===== src/rtl/fact_accel_ctrl_if.sv =====
// Bus-side signal bundle for the factorial accelerator: register write port,
// combinational read data and the result-valid flag.
interface fact_accel_ctrl_if;
    logic        we;
    logic [1:0]  a;
    logic [31:0] wd;
    logic [31:0] rd;
    logic        done;

    modport master (
        output we,
        output a,
        output wd,
        input  rd,
        input  done
    );

    modport slave (
        input  we,
        input  a,
        input  wd,
        output rd,
        output done
    );
endinterface


===== src/rtl/fact_accel_ctrl.sv =====
// Memory-mapped factorial accelerator. Software writes N, writes GO, polls
// STATUS and reads RESULT. One multiply per BUSY cycle; operands above NMAX
// are rejected immediately with err set and RESULT cleared.
module fact_accel_ctrl #(
    parameter int NMAX = 12
) (
    input  logic             clk,
    input  logic             rst,
    fact_accel_ctrl_if.slave bus
);

    localparam logic [1:0] ST_IDLE = 2'd0;
    localparam logic [1:0] ST_BUSY = 2'd1;
    localparam logic [1:0] ST_DONE = 2'd2;

    localparam logic [3:0] NMAX_L = 4'(NMAX);

    localparam logic [1:0] A_N      = 2'd0;
    localparam logic [1:0] A_GO     = 2'd1;
    localparam logic [1:0] A_STATUS = 2'd2;
    localparam logic [1:0] A_RESULT = 2'd3;

    logic [1:0]  state_r;
    logic [3:0]  n_r;
    logic [3:0]  cnt_r;
    logic [31:0] prod_r;
    logic [31:0] result_r;
    logic        done_r;
    logic        err_r;

    logic        busy_s;
    logic        wr_n_s;
    logic        start_s;
    logic [31:0] rd_s;

    // Decode bus writes; both N updates and starts are locked out while BUSY.
    always_comb begin
        busy_s  = 1'b0;
        wr_n_s  = 1'b0;
        start_s = 1'b0;
        if (state_r == ST_BUSY) begin
            busy_s = 1'b1;
        end else begin
            busy_s = 1'b0;
        end
        if (bus.we && !busy_s && (bus.a == A_N)) begin
            wr_n_s = 1'b1;
        end else begin
            wr_n_s = 1'b0;
        end
        if (bus.we && !busy_s && (bus.a == A_GO) && bus.wd[0]) begin
            start_s = 1'b1;
        end else begin
            start_s = 1'b0;
        end
    end

    // Operand register, sequencing FSM, down-counter, product and result.
    always_ff @(posedge clk or negedge rst) begin
        if (!rst) begin
            state_r  <= ST_IDLE;
            n_r      <= 4'd0;
            cnt_r    <= 4'd0;
            prod_r   <= 32'd1;
            result_r <= 32'd0;
            done_r   <= 1'b0;
            err_r    <= 1'b0;
        end else begin
            if (wr_n_s) begin
                n_r <= bus.wd[3:0];
            end
            case (state_r)
                ST_BUSY: begin
                    if (cnt_r > 4'd1) begin
                        // Truncation to 32 bits never bites for legal operands.
                        prod_r <= prod_r * {28'd0, cnt_r};
                        cnt_r  <= cnt_r - 4'd1;
                    end else begin
                        // RESULT only ever sees the finished product.
                        result_r <= prod_r;
                        done_r   <= 1'b1;
                        state_r  <= ST_DONE;
                    end
                end
                ST_IDLE, ST_DONE: begin
                    if (start_s) begin
                        if (n_r > NMAX_L) begin
                            result_r <= 32'd0;
                            err_r    <= 1'b1;
                            done_r   <= 1'b1;
                            state_r  <= ST_DONE;
                        end else begin
                            cnt_r   <= n_r;
                            prod_r  <= 32'd1;
                            done_r  <= 1'b0;
                            err_r   <= 1'b0;
                            state_r <= ST_BUSY;
                        end
                    end
                end
                default: begin
                    // Unreachable encoding: fall back to a clean idle.
                    state_r <= ST_IDLE;
                    done_r  <= 1'b0;
                    err_r   <= 1'b0;
                end
            endcase
        end
    end

    // Side-effect-free read mux; unused bits read as zero.
    always_comb begin
        rd_s = 32'd0;
        case (bus.a)
            A_N:      rd_s = {28'd0, n_r};
            A_GO:     rd_s = {31'd0, busy_s};
            A_STATUS: rd_s = {29'd0, busy_s, err_r, done_r};
            A_RESULT: rd_s = result_r;
            default:  rd_s = 32'd0;
        endcase
    end

    assign bus.rd   = rd_s;
    assign bus.done = done_r;

endmodule

===== src/flat_wrapper.sv =====
// flat-port wrapper written by rule: the top's interface ports become plain ports
module fact_accel_ctrl_flat 
#(
    parameter int NMAX = 12
)
  (clk, rst, bus_we, bus_a, bus_wd, bus_rd, bus_done);
  fact_accel_ctrl_if bus_i ();
  input  logic clk;
  input  logic rst;
  input wire logic [$bits(bus_i.we)-1:0] bus_we;
  input wire logic [$bits(bus_i.a)-1:0] bus_a;
  input wire logic [$bits(bus_i.wd)-1:0] bus_wd;
  output wire logic [$bits(bus_i.rd)-1:0] bus_rd;
  output wire logic [$bits(bus_i.done)-1:0] bus_done;
  assign bus_i.we = bus_we;
  assign bus_i.a = bus_a;
  assign bus_i.wd = bus_wd;
  assign bus_rd = bus_i.rd;
  assign bus_done = bus_i.done;
  fact_accel_ctrl #(.NMAX(NMAX)) u_core (.clk(clk), .rst(rst), .bus(bus_i));
endmodule

===== config.mk =====
export PLATFORM = sky130hd
export DESIGN_NAME = fact_accel_ctrl_flat
export DESIGN_NICKNAME = d
export VERILOG_FILES = /design/src/rtl/fact_accel_ctrl_if.sv /design/src/rtl/fact_accel_ctrl.sv /design/src/flat_wrapper.sv
export SDC_FILE = /design/constraint.sdc
export NUM_CORES = 1
export LEC_CHECK = 0
export CAP_MARGIN = 10
export CORE_ASPECT_RATIO = 0.9
export CORE_MARGIN = 2
export CORE_UTILIZATION = 30
export CTS_BUF_LIST = sky130_fd_sc_hd__clkbuf_4 sky130_fd_sc_hd__clkbuf_8
export DETAILED_ROUTE_END_ITERATION = 10
export PLACE_DENSITY = 0.6
export SKIP_CTS_REPAIR_TIMING = 1
export SKIP_LAST_GASP = 1
export SYNTH_ARGS = -nofsm -noshare
export SYNTH_HDL_FRONTEND = slang
export SYNTH_SLANG_ARGS = --single-unit

===== constraint.sdc =====
create_clock -name clk -period 3.5 [get_ports clk]
set_input_delay 0.7 -clock clk [delete_from_list [all_inputs] [get_ports clk]]
set_output_delay 0.7 -clock clk [all_outputs]
set_load 0.1 [all_outputs]

==> flow_summary.json <==
{
  "setup_viol": 17,
  "antenna_found_initial": 0,
  "hold_depth": 2,
  "syn_nets": 1019,
  "ff_latch_area_um2": 1882,
  "crit_type": "flop to flop",
  "grt_pass1_vias": 6614,
  "finalWorstSetupSlack_ns": -0.3339,
  "cp_slowest_stage_delay_ns": 0.54,
  "grt_max_degree": 76,
  "die_h_um": 152.4,
  "netlist_area_um2": 7336,
  "wl_per_cell_um": 14.93,
  "core_area_um2": 24120,
  "grt_overflow": 0,
  "drc": 0,
  "dr.first_iter.drc_count": 390,
  "ant_nets": 0,
  "period_share_pct": 109.5,
  "first_pass_iters": 9,
  "rr_startpoint": "u_core.cnt_r[1]$_DFFE_PN0P_",
  "clkLatencyLatePin_ns": 0.37,
  "combPwrFrac_pct": 77.3,
  "synthToLayoutAreaGrowth_pct": 48.66,
  "r2r_slack_ns": -0.33,
  "cp_data_required_time_ns": 3.78,
  "endpoint": "u_core.prod_r[31]$_DFFE_PN0P_",
  "ff2ff_path_depth": 16,
  "tightest_slew_ns": 1.122,
  "startpoint": "u_core.cnt_r[1]$_DFFE_PN0P_",
  "grt_pass1_wl_mm": 33.21,
  "slew_viol_final": 0,
  "cp_slowest_cell": "fa_1",
  "ctsRootBufferMaster": "clkbuf_8",
  "routed_wl_mm": 20.57,
  "hpwl_mm": 15.05,
  "critPathBufInv": 5,
  "synth_edf_count": 0,
  "hold_violations": 0,
  "crit_fanout": 7,
  "antennaDiodeCount": 0,
  "synth_cells": 891,
  "cts_tree": "built",
  "p_leak_nw": 4.976,
  "yosys_warnings": 0,
  "cts_sinks": 75,
  "drive_gt1_share_pct": 37.29,
  "vias_per_cell": 4.790,
  "rsz0062_at_grt": "yes",
  "synth_area_leaders": "dfrtp_1, fa_1, and2_1",
  "violations": "setup timing",
  "synth_area_leader_cell": "dfrtp_1",
  "syn_avg_cell_area_um2": 8.233,
  "cp_cell_sequence": "buf_4 -> clkbuf_16 -> and2_1 -> fa_1 -> inv_1 -> fa_1 -> inv_1 -> ha_4 -> and2_4 -> a211oi_4 -> nand2_1 -> a21oi_2 -> o21ai_4 -> o31ai_4 -> buf_6 -> mux2i_1",
  "yosysSeqAreaShare_pct": 25.60,
  "critPathLaunchType": "flop",
  "n_fill_cell": 2225,
  "finish.instance_area_um2": 10910,
  "ctsHtreeMaxLevel": 3,
  "pin_count": 70,
  "fmax_mhz": 260.8,
  "io_buffers": 41,
  "rows": 54,
  "pwr-share-clk_pct": 8.3,
  "fp.dieW_um": 168.8,
  "vias": 6601,
  "p_sw_mw": 4.720,
  "totalPowerFinal_mw": 10.12,
  "fin_cells": 1378,
  "initial_core_util_pct": 30.41,
  "nets": 1193,
  "grt_usage_pct": 15.78,
  "internal_power_mw": 5.401,
  "powerDensity_nw_per_um2": 928.0,
  "crit_cells": 16,
  "cap_violations": 0,
  "fin_skew_ns": 0.01491,
  "multi_input_area_um2": 5794,
  "cts.path.max_buffers": 2,
  "place_congestion": 0.8255,
  "critPathTopFamily": "adder cells",
  "status": "finished, violations left",
  "crit_arrival_ns": 4.11,
  "ir_drop_mv": 0.3576,
  "dpl_cell_area_um2": 9356,
  "hold_class": "flop to flop",
  "die_area_um2": 25720,
  "fin_crit_ns": 3.834,
  "slew_headroom_pct": 25.22,
  "cts_buffers": 9,
  "numPlacedInstances": 1331,
  "clk_pin_slew_ns": 0.08,
  "endpoint_kind": "flop",
  "synth-seq-cells": 75,
  "r2r-end": "u_core.prod_r[31]$_DFFE_PN0P_",
  "ys.flop_type": "dfrtp_1",
  "netlist.area_leader.share_pct": 25.24,
  "synth_cell_types": 60,
  "synth-async-reset-ratio_pct": 100.0,
  "seq_power_share_pct": 14.4,
  "switching_share_pct": 46.63
}
-- kinds of logic after synthesis --
family | after synthesis | share of synthesized area [%]
AND/OR/NAND/NOR | 333 | 22.41
AO/OA/AOI/OAI | 187 | 16.68
buffers and inverters | 164 | 8.630
adder cells (fa/ha/maj) | 91 | 21.35
flip-flops | 75 | 25.60
XOR/XNOR | 31 | 3.701
multiplexers | 10 | 1.620
-- synthesized netlist by cell type, drive strengths merged (2+ instances only) --
| cell type | count |
|---|---|
| a2111oi | 3 |
| a211oi | 6 |
| a21boi | 2 |
| a21o | 14 |
| a21oi | 36 |
| a22o | 4 |
| a22oi | 3 |
| a31oi | 7 |
| a32o | 2 |
| and2 | 92 |
| and3 | 30 |
| buf | 15 |
| clkbuf | 32 |
| dfrtp | 74 |
| fa | 57 |
| ha | 34 |
| inv | 117 |
| mux2 | 5 |
| mux2i | 4 |
| nand2 | 150 |
| nand2b | 6 |
| nand3 | 13 |
| nand4 | 2 |
| nor2 | 21 |
| nor3 | 9 |
| nor4 | 2 |
| o211ai | 6 |
| o21a | 4 |
| o21ai | 81 |
| o21bai | 7 |
| o31ai | 6 |
| or2 | 2 |
| xnor2 | 22 |
| xor2 | 9 |
-- registers in the layout, indices dropped and copies added (netlist names) --
| name | count |
|---|---|
| u_core.state_r | 1 |
| u_core.result_r | 32 |
| u_core.bus.done | 1 |
| u_core.cnt_r | 4 |
| u_core.n_r | 4 |
| u_core.prod_r | 32 |
| u_core.err_r | 1 |
-- cell usage in the layout (no fill, tap or decap), drive strengths merged, types with 3 or more instances in the layout --
master         synthesis  layout
a2111oi                3       3
a211oi                 6       6
a21o                  14      14
a21oi                 36      36
a22o                   4       4
a22oi                  3       3
a31oi                  7       7
and2                  92      92
and3                  30      30
buf                   15     200
bufinv                 0       3
clkbuf                32      12
clkdlybuf4s50          0       8
dfrtp                 74      74
fa                    57      57
ha                    34      34
inv                  117     118
mux2                   5       5
mux2i                  4       4
nand2                150     150
nand2b                 6       6
nand3                 13      13
nor2                  21      21
nor3                   9       9
o211ai                 6       6
o21a                   4       4
o21ai                 81      81
o21bai                 7       7
o31ai                  6       6
xnor2                 22      22
xor2                   9       9
-- per-layer routing --
metal	GRT usage (%)	up-vias	routed length (um)
li1	-	3245	-
met1	23.23	3205	9932
met2	24.41	129	9565
met3	1.740	22	749
met4	4.598	0	327
met5	0	-	0
-- through the flow --
stage               worst slack (ns)  utilization (%)  setup TNS [ns]  hold WS (ns)
finish                       -0.3339            45.21          -2.482        0.4749
global route                 -0.4516            45.21          -4.990        0.5000
CTS                          -0.4838            39.80          -5.816        0.4824
detailed placement           -0.4629            38.79          -5.449        0.4636
global placement             -0.4119            38.79          -5.031        0.4541
floorplan                   -0.02774                -        -0.04003        0.4044
-- worst min path at each step --
stage          slack, ns                              end                            start
2_1_floorplan       0.40      u_core.bus.done$_DFFE_PN0P_                              rst
3_3_place_gp        0.45  u_core.result_r[26]$_DFFE_PN0P_  u_core.result_r[26]$_DFFE_PN0P_
3_5_place_dp        0.46  u_core.result_r[20]$_DFFE_PN0P_  u_core.result_r[20]$_DFFE_PN0P_
4_1_cts             0.48  u_core.result_r[20]$_DFFE_PN0P_  u_core.result_r[20]$_DFFE_PN0P_
5_1_grt             0.50  u_core.result_r[24]$_DFFE_PN0P_  u_core.result_r[24]$_DFFE_PN0P_
6_report            0.47  u_core.result_r[25]$_DFFE_PN0P_  u_core.result_r[25]$_DFFE_PN0P_
-- tightest hold or removal path: cells and delay by family (launching register included) --
family	cells	cell delay (ns)
AOI/OAI and AO/OA	1	0.05
DFF	1	0.34
and+or+nand+nor	1	0.04
-- final cells by class --
cell class / instances / area share, %
clock buffer: 10 / 1.205
clock inverter: 6 / 1.033
inverter: 117 / 4.027
multi-input combinational: 652 / 53.13
sequential: 75 / 17.26
tap: 308 / 3.534
timing repair buffer: 210 / 19.81
-- power by group through the flow --
stage | Combinational, mW | Sequential (mW) | Clock [mW]
after floorplan | 3.53 | 1.39 | 0
after global placement | 5.76 | 1.44 | 0
after detailed placement | 5.82 | 1.45 | 0
after CTS | 5.88 | 1.43 | 0.859
after global routing | 8.55 | 1.50 | 0.895
final | 7.82 | 1.45 | 0.843
(Power assumes the default switching activity.)
